<file path="config.mk">
export PLATFORM = sky130hd
export DESIGN_NAME = seg_scan_reader
export DESIGN_NICKNAME = d
export VERILOG_FILES = /design/src/rtl/seg_scan_pkg.sv /design/src/rtl/seg_group_capture.sv /design/src/rtl/seg_scan_reader.sv
export SDC_FILE = /design/constraint.sdc
export NUM_CORES = 1
export LEC_CHECK = 0
export CAP_MARGIN = 0
export CORE_UTILIZATION = 30
export DETAILED_ROUTE_END_ITERATION = 10
export HOLD_SLACK_MARGIN = 0.06
export PLACE_DENSITY = 0.52
export SETUP_SLACK_MARGIN = 0.1
export SYNTH_ARGS = -nofsm -noshare
export SYNTH_HDL_FRONTEND = slang
export SYNTH_SLANG_ARGS = --single-unit
</file>
<file path="constraint.sdc">
create_clock -name clk -period 7.48 [get_ports clk]
set_clock_uncertainty 0.2 [all_clocks]
set_input_delay 1.496 -clock clk [delete_from_list [all_inputs] [get_ports clk]]
set_output_delay 1.496 -clock clk [all_outputs]
set_load 0.02 [all_outputs]
</file>
<file path="src/rtl/seg_scan_pkg.sv">
// Shared segment constants and pattern decode for the 7-segment scan reader.
// Build option: SEG_HEX_DECODE_EN enables A-F decoding.
package seg_scan_pkg;

  localparam int SEG_A  = 0;
  localparam int SEG_B  = 1;
  localparam int SEG_C  = 2;
  localparam int SEG_D  = 3;
  localparam int SEG_E  = 4;
  localparam int SEG_F  = 5;
  localparam int SEG_G  = 6;
  localparam int SEG_DP = 7;

  localparam logic [6:0] S_A = 7'b000_0001 << SEG_A;
  localparam logic [6:0] S_B = 7'b000_0001 << SEG_B;
  localparam logic [6:0] S_C = 7'b000_0001 << SEG_C;
  localparam logic [6:0] S_D = 7'b000_0001 << SEG_D;
  localparam logic [6:0] S_E = 7'b000_0001 << SEG_E;
  localparam logic [6:0] S_F = 7'b000_0001 << SEG_F;
  localparam logic [6:0] S_G = 7'b000_0001 << SEG_G;

  localparam logic [6:0] PAT_0     = S_A | S_B | S_C | S_D | S_E | S_F;
  localparam logic [6:0] PAT_1     = S_B | S_C;
  localparam logic [6:0] PAT_2     = S_A | S_B | S_D | S_E | S_G;
  localparam logic [6:0] PAT_3     = S_A | S_B | S_C | S_D | S_G;
  localparam logic [6:0] PAT_4     = S_B | S_C | S_F | S_G;
  localparam logic [6:0] PAT_5     = S_A | S_C | S_D | S_F | S_G;
  localparam logic [6:0] PAT_6     = S_A | S_C | S_D | S_E | S_F | S_G;
  localparam logic [6:0] PAT_7     = S_A | S_B | S_C;
  localparam logic [6:0] PAT_8     = S_A | S_B | S_C | S_D | S_E | S_F | S_G;
  localparam logic [6:0] PAT_9     = S_A | S_B | S_C | S_D | S_F | S_G;
  localparam logic [6:0] PAT_A     = S_A | S_B | S_C | S_E | S_F | S_G;
  localparam logic [6:0] PAT_B     = S_C | S_D | S_E | S_F | S_G;
  localparam logic [6:0] PAT_C     = S_A | S_D | S_E | S_F;
  localparam logic [6:0] PAT_D     = S_B | S_C | S_D | S_E | S_G;
  localparam logic [6:0] PAT_E     = S_A | S_D | S_E | S_F | S_G;
  localparam logic [6:0] PAT_F     = S_A | S_E | S_F | S_G;
  localparam logic [6:0] PAT_BLANK = 7'h00;

`ifdef SEG_HEX_DECODE_EN
  localparam logic HEX_EN = 1'b1;
`else
  localparam logic HEX_EN = 1'b0;
`endif

  typedef struct packed {
    logic       valid;
    logic       err;
    logic [3:0] code;
  } seg_dec_t;

  function automatic seg_dec_t dec_num(input logic [3:0] code);
    seg_dec_t d;
    d.valid = 1'b1;
    d.err   = 1'b0;
    d.code  = code;
    return d;
  endfunction

  function automatic seg_dec_t dec_bad();
    seg_dec_t d;
    d.valid = 1'b0;
    d.err   = 1'b1;
    d.code  = 4'h0;
    return d;
  endfunction

  function automatic seg_dec_t dec_hex(input logic [3:0] code);
    seg_dec_t d;
    if (HEX_EN) d = dec_num(code);
    else        d = dec_bad();
    return d;
  endfunction

  function automatic seg_dec_t seg_decode(input logic [6:0] pat);
    seg_dec_t d;
    case (pat)
      PAT_0:     d = dec_num(4'h0);
      PAT_1:     d = dec_num(4'h1);
      PAT_2:     d = dec_num(4'h2);
      PAT_3:     d = dec_num(4'h3);
      PAT_4:     d = dec_num(4'h4);
      PAT_5:     d = dec_num(4'h5);
      PAT_6:     d = dec_num(4'h6);
      PAT_7:     d = dec_num(4'h7);
      PAT_8:     d = dec_num(4'h8);
      PAT_9:     d = dec_num(4'h9);
      PAT_A:     d = dec_hex(4'hA);
      PAT_B:     d = dec_hex(4'hB);
      PAT_C:     d = dec_hex(4'hC);
      PAT_D:     d = dec_hex(4'hD);
      PAT_E:     d = dec_hex(4'hE);
      PAT_F:     d = dec_hex(4'hF);
      PAT_BLANK: begin
        d       = dec_bad();
        d.err   = 1'b0;
      end
      default:   d = dec_bad();
    endcase
    return d;
  endfunction

  function automatic logic is_onehot4(input logic [3:0] sel);
    return (sel != 4'h0) && ((sel & (sel - 4'h1)) == 4'h0);
  endfunction

  function automatic logic [1:0] onehot_idx(input logic [3:0] sel);
    logic [1:0] idx;
    case (sel)
      4'b0001: idx = 2'd0;
      4'b0010: idx = 2'd1;
      4'b0100: idx = 2'd2;
      4'b1000: idx = 2'd3;
      default: idx = 2'd0;
    endcase
    return idx;
  endfunction

endpackage

</file>
<file path="src/rtl/seg_group_capture.sv">
// One 4-digit group: select check, settle counter, pattern decode and capture strobe.
// Decode set follows SEG_HEX_DECODE_EN through seg_scan_pkg.
module seg_group_capture
  import seg_scan_pkg::*;
#(
  parameter int SETTLE_CYCLES = 4
) (
  input  logic       clk,
  input  logic       rst,
  input  logic [3:0] sel,
  input  logic [7:0] pat,
  output logic       cap_stb,
  output logic [1:0] cap_idx,
  output logic [3:0] cap_code,
  output logic       cap_valid,
  output logic       cap_dp,
  output logic       cap_err
);

  localparam int CW = $clog2(SETTLE_CYCLES) + 1;
  localparam logic [CW-1:0] SETTLE_MAX = CW'(SETTLE_CYCLES);
  localparam logic [CW-1:0] CNT_ONE    = CW'(1);

  logic [CW-1:0] cnt_r;
  logic [CW-1:0] cnt_next_s;
  logic [9:0]    prev_r;
  logic          onehot_s;
  logic [1:0]    idx_s;
  logic          same_s;
  logic          fire_s;
  seg_dec_t      dec_s;

  logic          cap_stb_r;
  logic [1:0]    cap_idx_r;
  logic [3:0]    cap_code_r;
  logic          cap_valid_r;
  logic          cap_dp_r;
  logic          cap_err_r;

  // Settle tracking: a zero count marks the previous sample as idle, so it never matches.
  always_comb begin
    onehot_s = is_onehot4(sel);
    idx_s    = onehot_idx(sel);
    same_s   = (cnt_r != {CW{1'b0}}) && ({idx_s, pat} == prev_r);
    dec_s    = seg_decode(pat[SEG_G:SEG_A]);
    if (!onehot_s) begin
      cnt_next_s = {CW{1'b0}};
    end else if (same_s) begin
      if (cnt_r == SETTLE_MAX) cnt_next_s = cnt_r;
      else                     cnt_next_s = cnt_r + CNT_ONE;
    end else begin
      cnt_next_s = CNT_ONE;
    end
    fire_s = onehot_s && (cnt_next_s == SETTLE_MAX) && !(same_s && (cnt_r == SETTLE_MAX));
  end

  // Counter, last sample and registered capture outputs.
  always_ff @(posedge clk or posedge rst) begin
    if (rst) begin
      cnt_r       <= {CW{1'b0}};
      prev_r      <= 10'h000;
      cap_stb_r   <= 1'b0;
      cap_idx_r   <= 2'd0;
      cap_code_r  <= 4'h0;
      cap_valid_r <= 1'b0;
      cap_dp_r    <= 1'b0;
      cap_err_r   <= 1'b0;
    end else begin
      cnt_r     <= cnt_next_s;
      prev_r    <= {idx_s, pat};
      cap_stb_r <= fire_s;
      cap_err_r <= fire_s && dec_s.err;
      if (fire_s) begin
        cap_idx_r   <= idx_s;
        cap_code_r  <= dec_s.code;
        cap_valid_r <= dec_s.valid;
        cap_dp_r    <= pat[SEG_DP];
      end
    end
  end

  assign cap_stb   = cap_stb_r;
  assign cap_idx   = cap_idx_r;
  assign cap_code  = cap_code_r;
  assign cap_valid = cap_valid_r;
  assign cap_dp    = cap_dp_r;
  assign cap_err   = cap_err_r;

endmodule

</file>
<file path="src/rtl/seg_scan_reader.sv">
// Rebuilds the eight displayed digits from the multiplexed 7-segment drive bus.
// Build option: SEG_HEX_DECODE_EN enables A-F decoding.
module seg_scan_reader
  import seg_scan_pkg::*;
#(
  parameter int SETTLE_CYCLES  = 4,
  parameter int TIMEOUT_CYCLES = 2000000
) (
  input  logic        clk,
  input  logic        rst,
  input  logic [7:0]  seg_data1,
  input  logic [7:0]  seg_data2,
  input  logic [7:0]  seg_which,
  output logic [31:0] digits,
  output logic [7:0]  dp,
  output logic [7:0]  digit_valid,
  output logic        frame_done,
  output logic        decode_err,
  output logic        stale
);

  localparam int TW = $clog2(TIMEOUT_CYCLES) + 1;
  localparam logic [TW-1:0] TO_MAX = TW'(TIMEOUT_CYCLES);
  localparam logic [TW-1:0] TO_ONE = TW'(1);

  logic [23:0]   sync1_r;
  logic [23:0]   sync2_r;

  logic          lo_stb_s, hi_stb_s;
  logic [1:0]    lo_idx_s, hi_idx_s;
  logic [3:0]    lo_code_s, hi_code_s;
  logic          lo_valid_s, hi_valid_s;
  logic          lo_dp_s, hi_dp_s;
  logic          lo_err_s, hi_err_s;

  logic [7:0]    cap_bits_s;
  logic [7:0]    mask_next_s;
  logic          any_cap_s;
  logic [TW-1:0] to_next_s;
  logic          going_stale_s;

  logic [31:0]   digits_r;
  logic [7:0]    dp_r;
  logic [7:0]    valid_r;
  logic [7:0]    mask_r;
  logic          frame_done_r;
  logic          decode_err_r;
  logic [TW-1:0] to_r;
  logic          stale_r;

  // Two-flop synchroniser on the whole bus: {which, data2, data1}.
  always_ff @(posedge clk or posedge rst) begin
    if (rst) begin
      sync1_r <= 24'h000000;
      sync2_r <= 24'h000000;
    end else begin
      sync1_r <= {seg_which, seg_data2, seg_data1};
      sync2_r <= sync1_r;
    end
  end

  seg_group_capture #(.SETTLE_CYCLES(SETTLE_CYCLES)) u_lo (
    .clk(clk), .rst(rst),
    .sel(sync2_r[19:16]), .pat(sync2_r[7:0]),
    .cap_stb(lo_stb_s), .cap_idx(lo_idx_s), .cap_code(lo_code_s),
    .cap_valid(lo_valid_s), .cap_dp(lo_dp_s), .cap_err(lo_err_s)
  );

  seg_group_capture #(.SETTLE_CYCLES(SETTLE_CYCLES)) u_hi (
    .clk(clk), .rst(rst),
    .sel(sync2_r[23:20]), .pat(sync2_r[15:8]),
    .cap_stb(hi_stb_s), .cap_idx(hi_idx_s), .cap_code(hi_code_s),
    .cap_valid(hi_valid_s), .cap_dp(hi_dp_s), .cap_err(hi_err_s)
  );

  // Capture mask and timeout next-state.
  always_comb begin
    cap_bits_s = 8'h00;
    if (lo_stb_s) cap_bits_s[{1'b0, lo_idx_s}] = 1'b1;
    else          cap_bits_s = cap_bits_s;
    if (hi_stb_s) cap_bits_s[{1'b1, hi_idx_s}] = 1'b1;
    else          cap_bits_s = cap_bits_s;
    mask_next_s = mask_r | cap_bits_s;
    any_cap_s   = lo_stb_s | hi_stb_s;
    if (any_cap_s)           to_next_s = {TW{1'b0}};
    else if (to_r == TO_MAX) to_next_s = to_r;
    else                     to_next_s = to_r + TO_ONE;
    going_stale_s = (to_next_s == TO_MAX);
  end

  // Digit registers, frame tracking and staleness.
  always_ff @(posedge clk or posedge rst) begin
    if (rst) begin
      digits_r     <= 32'h0000_0000;
      dp_r         <= 8'h00;
      valid_r      <= 8'h00;
      mask_r       <= 8'h00;
      frame_done_r <= 1'b0;
      decode_err_r <= 1'b0;
      to_r         <= {TW{1'b0}};
      stale_r      <= 1'b0;
    end else begin
      if (going_stale_s) valid_r <= 8'h00;
      if (lo_stb_s) begin
        digits_r[{1'b0, lo_idx_s, 2'b00} +: 4] <= lo_code_s;
        dp_r[{1'b0, lo_idx_s}]                 <= lo_dp_s;
        valid_r[{1'b0, lo_idx_s}]              <= lo_valid_s;
      end
      if (hi_stb_s) begin
        digits_r[{1'b1, hi_idx_s, 2'b00} +: 4] <= hi_code_s;
        dp_r[{1'b1, hi_idx_s}]                 <= hi_dp_s;
        valid_r[{1'b1, hi_idx_s}]              <= hi_valid_s;
      end
      // A completing frame drops this cycle's captures rather than seeding the next frame.
      if (mask_next_s == 8'hFF) begin
        frame_done_r <= 1'b1;
        mask_r       <= 8'h00;
      end else begin
        frame_done_r <= 1'b0;
        mask_r       <= mask_next_s;
      end
      decode_err_r <= (lo_stb_s & lo_err_s) | (hi_stb_s & hi_err_s);
      to_r         <= to_next_s;
      stale_r      <= going_stale_s;
    end
  end

  assign digits      = digits_r;
  assign dp          = dp_r;
  assign digit_valid = valid_r;
  assign frame_done  = frame_done_r;
  assign decode_err  = decode_err_r;
  assign stale       = stale_r;

endmodule

</file>
==> run_results.csv <==
group,metric,value,unit
placement,dp_slack,3.82,ns
flow_run,maxCapViolCount,0,
cts,htree_levels,4,
setup_path,path_buf_inv,1,
floorplanning,row_count,58,
power_and_ir_drop,intPower,1.54,mW
drt,wl_per_cell,15.6,µm
final_layout,fill_cells,2523,
sta,fmax,0.318,GHz
drt,via_per_inst,4.76,
setup_path,criticalPathCategory,"reg2out",
yosys,netlist-cell-type-count,72,
setup_path,end_kind,"primary output",
setup_path,r2r_start,"sync2_r[2]",
drt,first_pass_iters,5,
final_layout,drive_gt1_share,7.52,%
floorplanning,dieHeight,163,µm
global_route,grt_pass1_wl,28.3,mm
sta,finalHoldViolations,0,
yosys,synth_top_cell_area_share,56.2,%
cts,cts_tree,"built",
final_layout,nets,822,
drt,wl_met2,7.61,mm
sta,fin_crit_sh,42.1,%
drt,ant_nets,0,
final_layout,multi_input_area,0.00317,mm²
sta,fin_tns_setup,0,ns
sta,rsz0062_at_grt,"false",
setup_path,worstSetupStartpoint,"digits[5]",
setup_path,cp.required,5.78,ns
yosys,postSynthCellCount,711,
yosys,seq_area_frac_synth,56.2,%
yosys,ys_warn_count,0,
placement,gp_congestion,0.824,
power_and_ir_drop,power.density,208,mW/mm²
yosys,muxShareOfSynthArea,4.82,%
power_and_ir_drop,p_seq_share,50.3,%
setup_path,start_kind,"register",
cts,path_clk_slew,0.06,ns
setup_path,path_cells,"clkdlybuf4s50_1",
cts,post_cts_buffers,0,
floorplanning,ios,77,
yosys,synthFlopType,"dfrtp_1",
sta,setup_violations,0,
floorplanning,core,0.0253,mm²
drt,drtIter0Drc,317,
yosys,synth.cell_area,0.00779,mm²
yosys,synthXorXnorAreaFrac,4.72,%
yosys,synth_top_family_by_area,"simple AND/OR/NAND/NOR gates",
global_route,grt_overflow,0,
drt,wl_met3,667,µm
power_and_ir_drop,p_comb_share,3.3,%
drt,drt-met1-wl,8.83,mm
cts,hold_buffers,0,
min_path,hp-class,"reg2reg",
power_and_ir_drop,switchingPower,0.416,mW
sta,worst_pin_slew,0.945,ns
power_and_ir_drop,p_leak,4.10,nW
yosys,synth_area_leaders,"dfrtp_1 56%, nand2_1 3.7%, ha_1 3.5%, a21oi_1 3.2%, xor2_1 2.5%",
drt,wirelength,17.4,mm
cts,cts-root-buf,"clkbuf_16",
yosys,ys_async_sr_fraction,100,%
final_layout,fin_cells,1115,
setup_path,crit_fanout,2,
final_layout,utilization,37.2,%
setup_path,slowest_delay,0.63,ns
final_layout,area_growth_syn_to_layout,21.1,%
floorplanning,start_util,30.7,%
cts,clk_latency,0.42,ns
setup_path,critical_path.top_delay_family,"buffers and inverters",
final_layout,antennaDiodeCount,0,
yosys,synthAdderAreaFrac,3.54,%
setup_path,worstPathArrival,1.45,ns
sta,layout_min_cycle_time,3.15,ns
yosys,synth.largest_area_cell,"dfrtp_1",
yosys,ys_ff_latch,175,
floorplanning,dieArea,0.0266,mm²
yosys,synth-edff-count,0,
placement,portBuffers,76,
yosys,synth_compound_area_share,11.5,%
setup_path,cp_slowest_cell,"clkdlybuf4s50_1",
min_path,min-delay-start,"sync1_r[13]",
final_layout,regArea,0.00438,mm²
status,run_status,"complete, no violations",
placement,hpwlAfterDp,12.1,mm
power_and_ir_drop,swShare,21.2,%
sta,maxSlewHeadroom,36.8,%
cts,clk_path_buf_depth,2,
cts,cts_inserted_buffers,17,
yosys,synth-simple-area-share,16.1,%
yosys,syn_nets,759,
sta,finalMaxSlewViolations,0,
power_and_ir_drop,clkPwrFrac,46.4,%
global_route,grt_pass1_vias,5188,
floorplanning,die_w,163,µm
global_route,track_usage,13.8,%
cts,cts_sinks,175,
drt,routed-via-count,5309,
sta,setup_ws,4.33,ns
power_and_ir_drop,peakVddDrop,0.000124,V
global_route,antenna_found_initial,0,
cts,cts_resized,0,
drt,dr.max_layer_used,"met4",
global_route,grt_max_degree,75,
yosys,avgSynthCellArea,11.0,µm²
drt,drc,0,
placement,dpl.cell_count,1085,
## cell usage in the layout, fill, tap and decap left out, drive strengths merged, types with 4 or more instances in the layout
| cell | count |
|---|---|
| o21ai | 27 |
| or4 | 5 |
| a211oi | 5 |
| nor2b | 8 |
| a22o | 5 |
| inv | 22 |
| nor2 | 53 |
| and2 | 9 |
| nand4 | 15 |
| xnor2 | 20 |
| nand2 | 76 |
| nor3 | 17 |
| ha | 22 |
| o21a | 4 |
| mux2i | 12 |
| clkbuf | 21 |
| a31oi | 12 |
| a21oi | 51 |
| a22oi | 8 |
| a211o | 5 |
| and4 | 5 |
| clkdlybuf4s50 | 76 |
| nor4b | 5 |
| dfrtp | 175 |
| nand3 | 16 |
| nor4 | 6 |
| xor2 | 22 |
| mux2 | 20 |
| nand2b | 8 |
## cell usage after synthesis, drive strengths merged (2+ instances only)
| cell | instances |
|---|---|
| buf | 12 |
| a41oi | 2 |
| and4 | 5 |
| nor3 | 17 |
| o31ai | 3 |
| ha | 22 |
| xnor2 | 20 |
| xor2 | 22 |
| a2111oi | 2 |
| o21ai | 27 |
| a31oi | 12 |
| nand2b | 8 |
| nand4b | 2 |
| nor4b | 5 |
| a211oi | 5 |
| dfrtp | 175 |
| nand3 | 16 |
| a22oi | 8 |
| or4 | 5 |
| nor3b | 3 |
| mux2 | 20 |
| nand3b | 3 |
| nand4 | 15 |
| a211o | 5 |
| o21a | 4 |
| a21oi | 51 |
| mux2i | 12 |
| or3 | 2 |
| nor2b | 8 |
| o22ai | 2 |
| and3 | 2 |
| nor4 | 6 |
| a32oi | 2 |
| and3b | 2 |
| or4b | 2 |
| or2 | 2 |
| inv | 22 |
| a22o | 5 |
| clkbuf | 22 |
| and2 | 9 |
| nand2 | 76 |
| nor2 | 53 |
## layout make-up
cell class                 count  area share (%)
clock buffer                  21            4.99
timing repair buffer          78            8.23
clock inverter                 9            1.43
tap                          330            4.38
inverter                      22           0.929
sequential                   175            46.4
multi-input combinational    480            33.6
## flip-flops by register name, summed over array words and instances (netlist names), 3 cells and up
register	count
u_hi.cap_code	4
u_lo.cap_code	4
digit_valid	8
u_hi.cnt_r	3
sync1_r	24
dp	8
u_hi.prev_r	10
sync2_r	24
mask_r	8
u_lo.cnt_r	3
to_r	22
digits	32
u_lo.prev_r	10
## power by group through the flow
stage          Clock (mW)  Combinational [mW]  Sequential (mW)
2_1_floorplan           0              0.0522            0.992
3_3_place_gp            0              0.0675             1.00
3_5_place_dp            0              0.0677             1.00
4_1_cts             0.935              0.0680            0.986
5_1_grt             0.972              0.0756            0.989
6_report            0.910              0.0651            0.986
## routing by layer
metal / vias to the layer above / GRT usage [%]
li1: 2622 / -
met1: 2564 / 19.8
met2: 106 / 20.4
met3: 17 / 2.74
met4: 0 / 4.89
met5: - / 0
## path summary, 6_finish.rpt
path                                    end  slack [ns]  cells past startpoint
setup / recovery                  digits[5]        4.33                      1
hold / removal                  sync2_r[13]        0.15                      0
setup reg to reg           u_lo.cap_code[3]        4.42                      6
hold reg to reg                 sync2_r[13]        0.15                      0
max in group asynchronous           to_r[3]        4.41                      3
min in group asynchronous        sync1_r[9]        1.33                      2
## cell families (layout without fill, tap and decap cells)
group,after synthesis,in the layout
AOI/OAI and AO/OA,140,140
xor gates and xnor gates,42,42
adders and majority gates,22,22
buffers and inverters,56,130
DFF,175,175
muxes,32,32
and+or+nand+nor,244,244
## stage by stage
step           cell area (µm²)  hold WS [ns]  power, mW
6_report                  9430         0.147       1.96
5_1_grt                   9430         0.151       2.04
4_1_cts                   9430         0.149       1.99
3_5_place_dp              8820         0.135       1.07
3_3_place_gp              8820         0.132       1.07
2_1_floorplan             7790         0.131       1.04
Power figures use the tool's default switching activity.
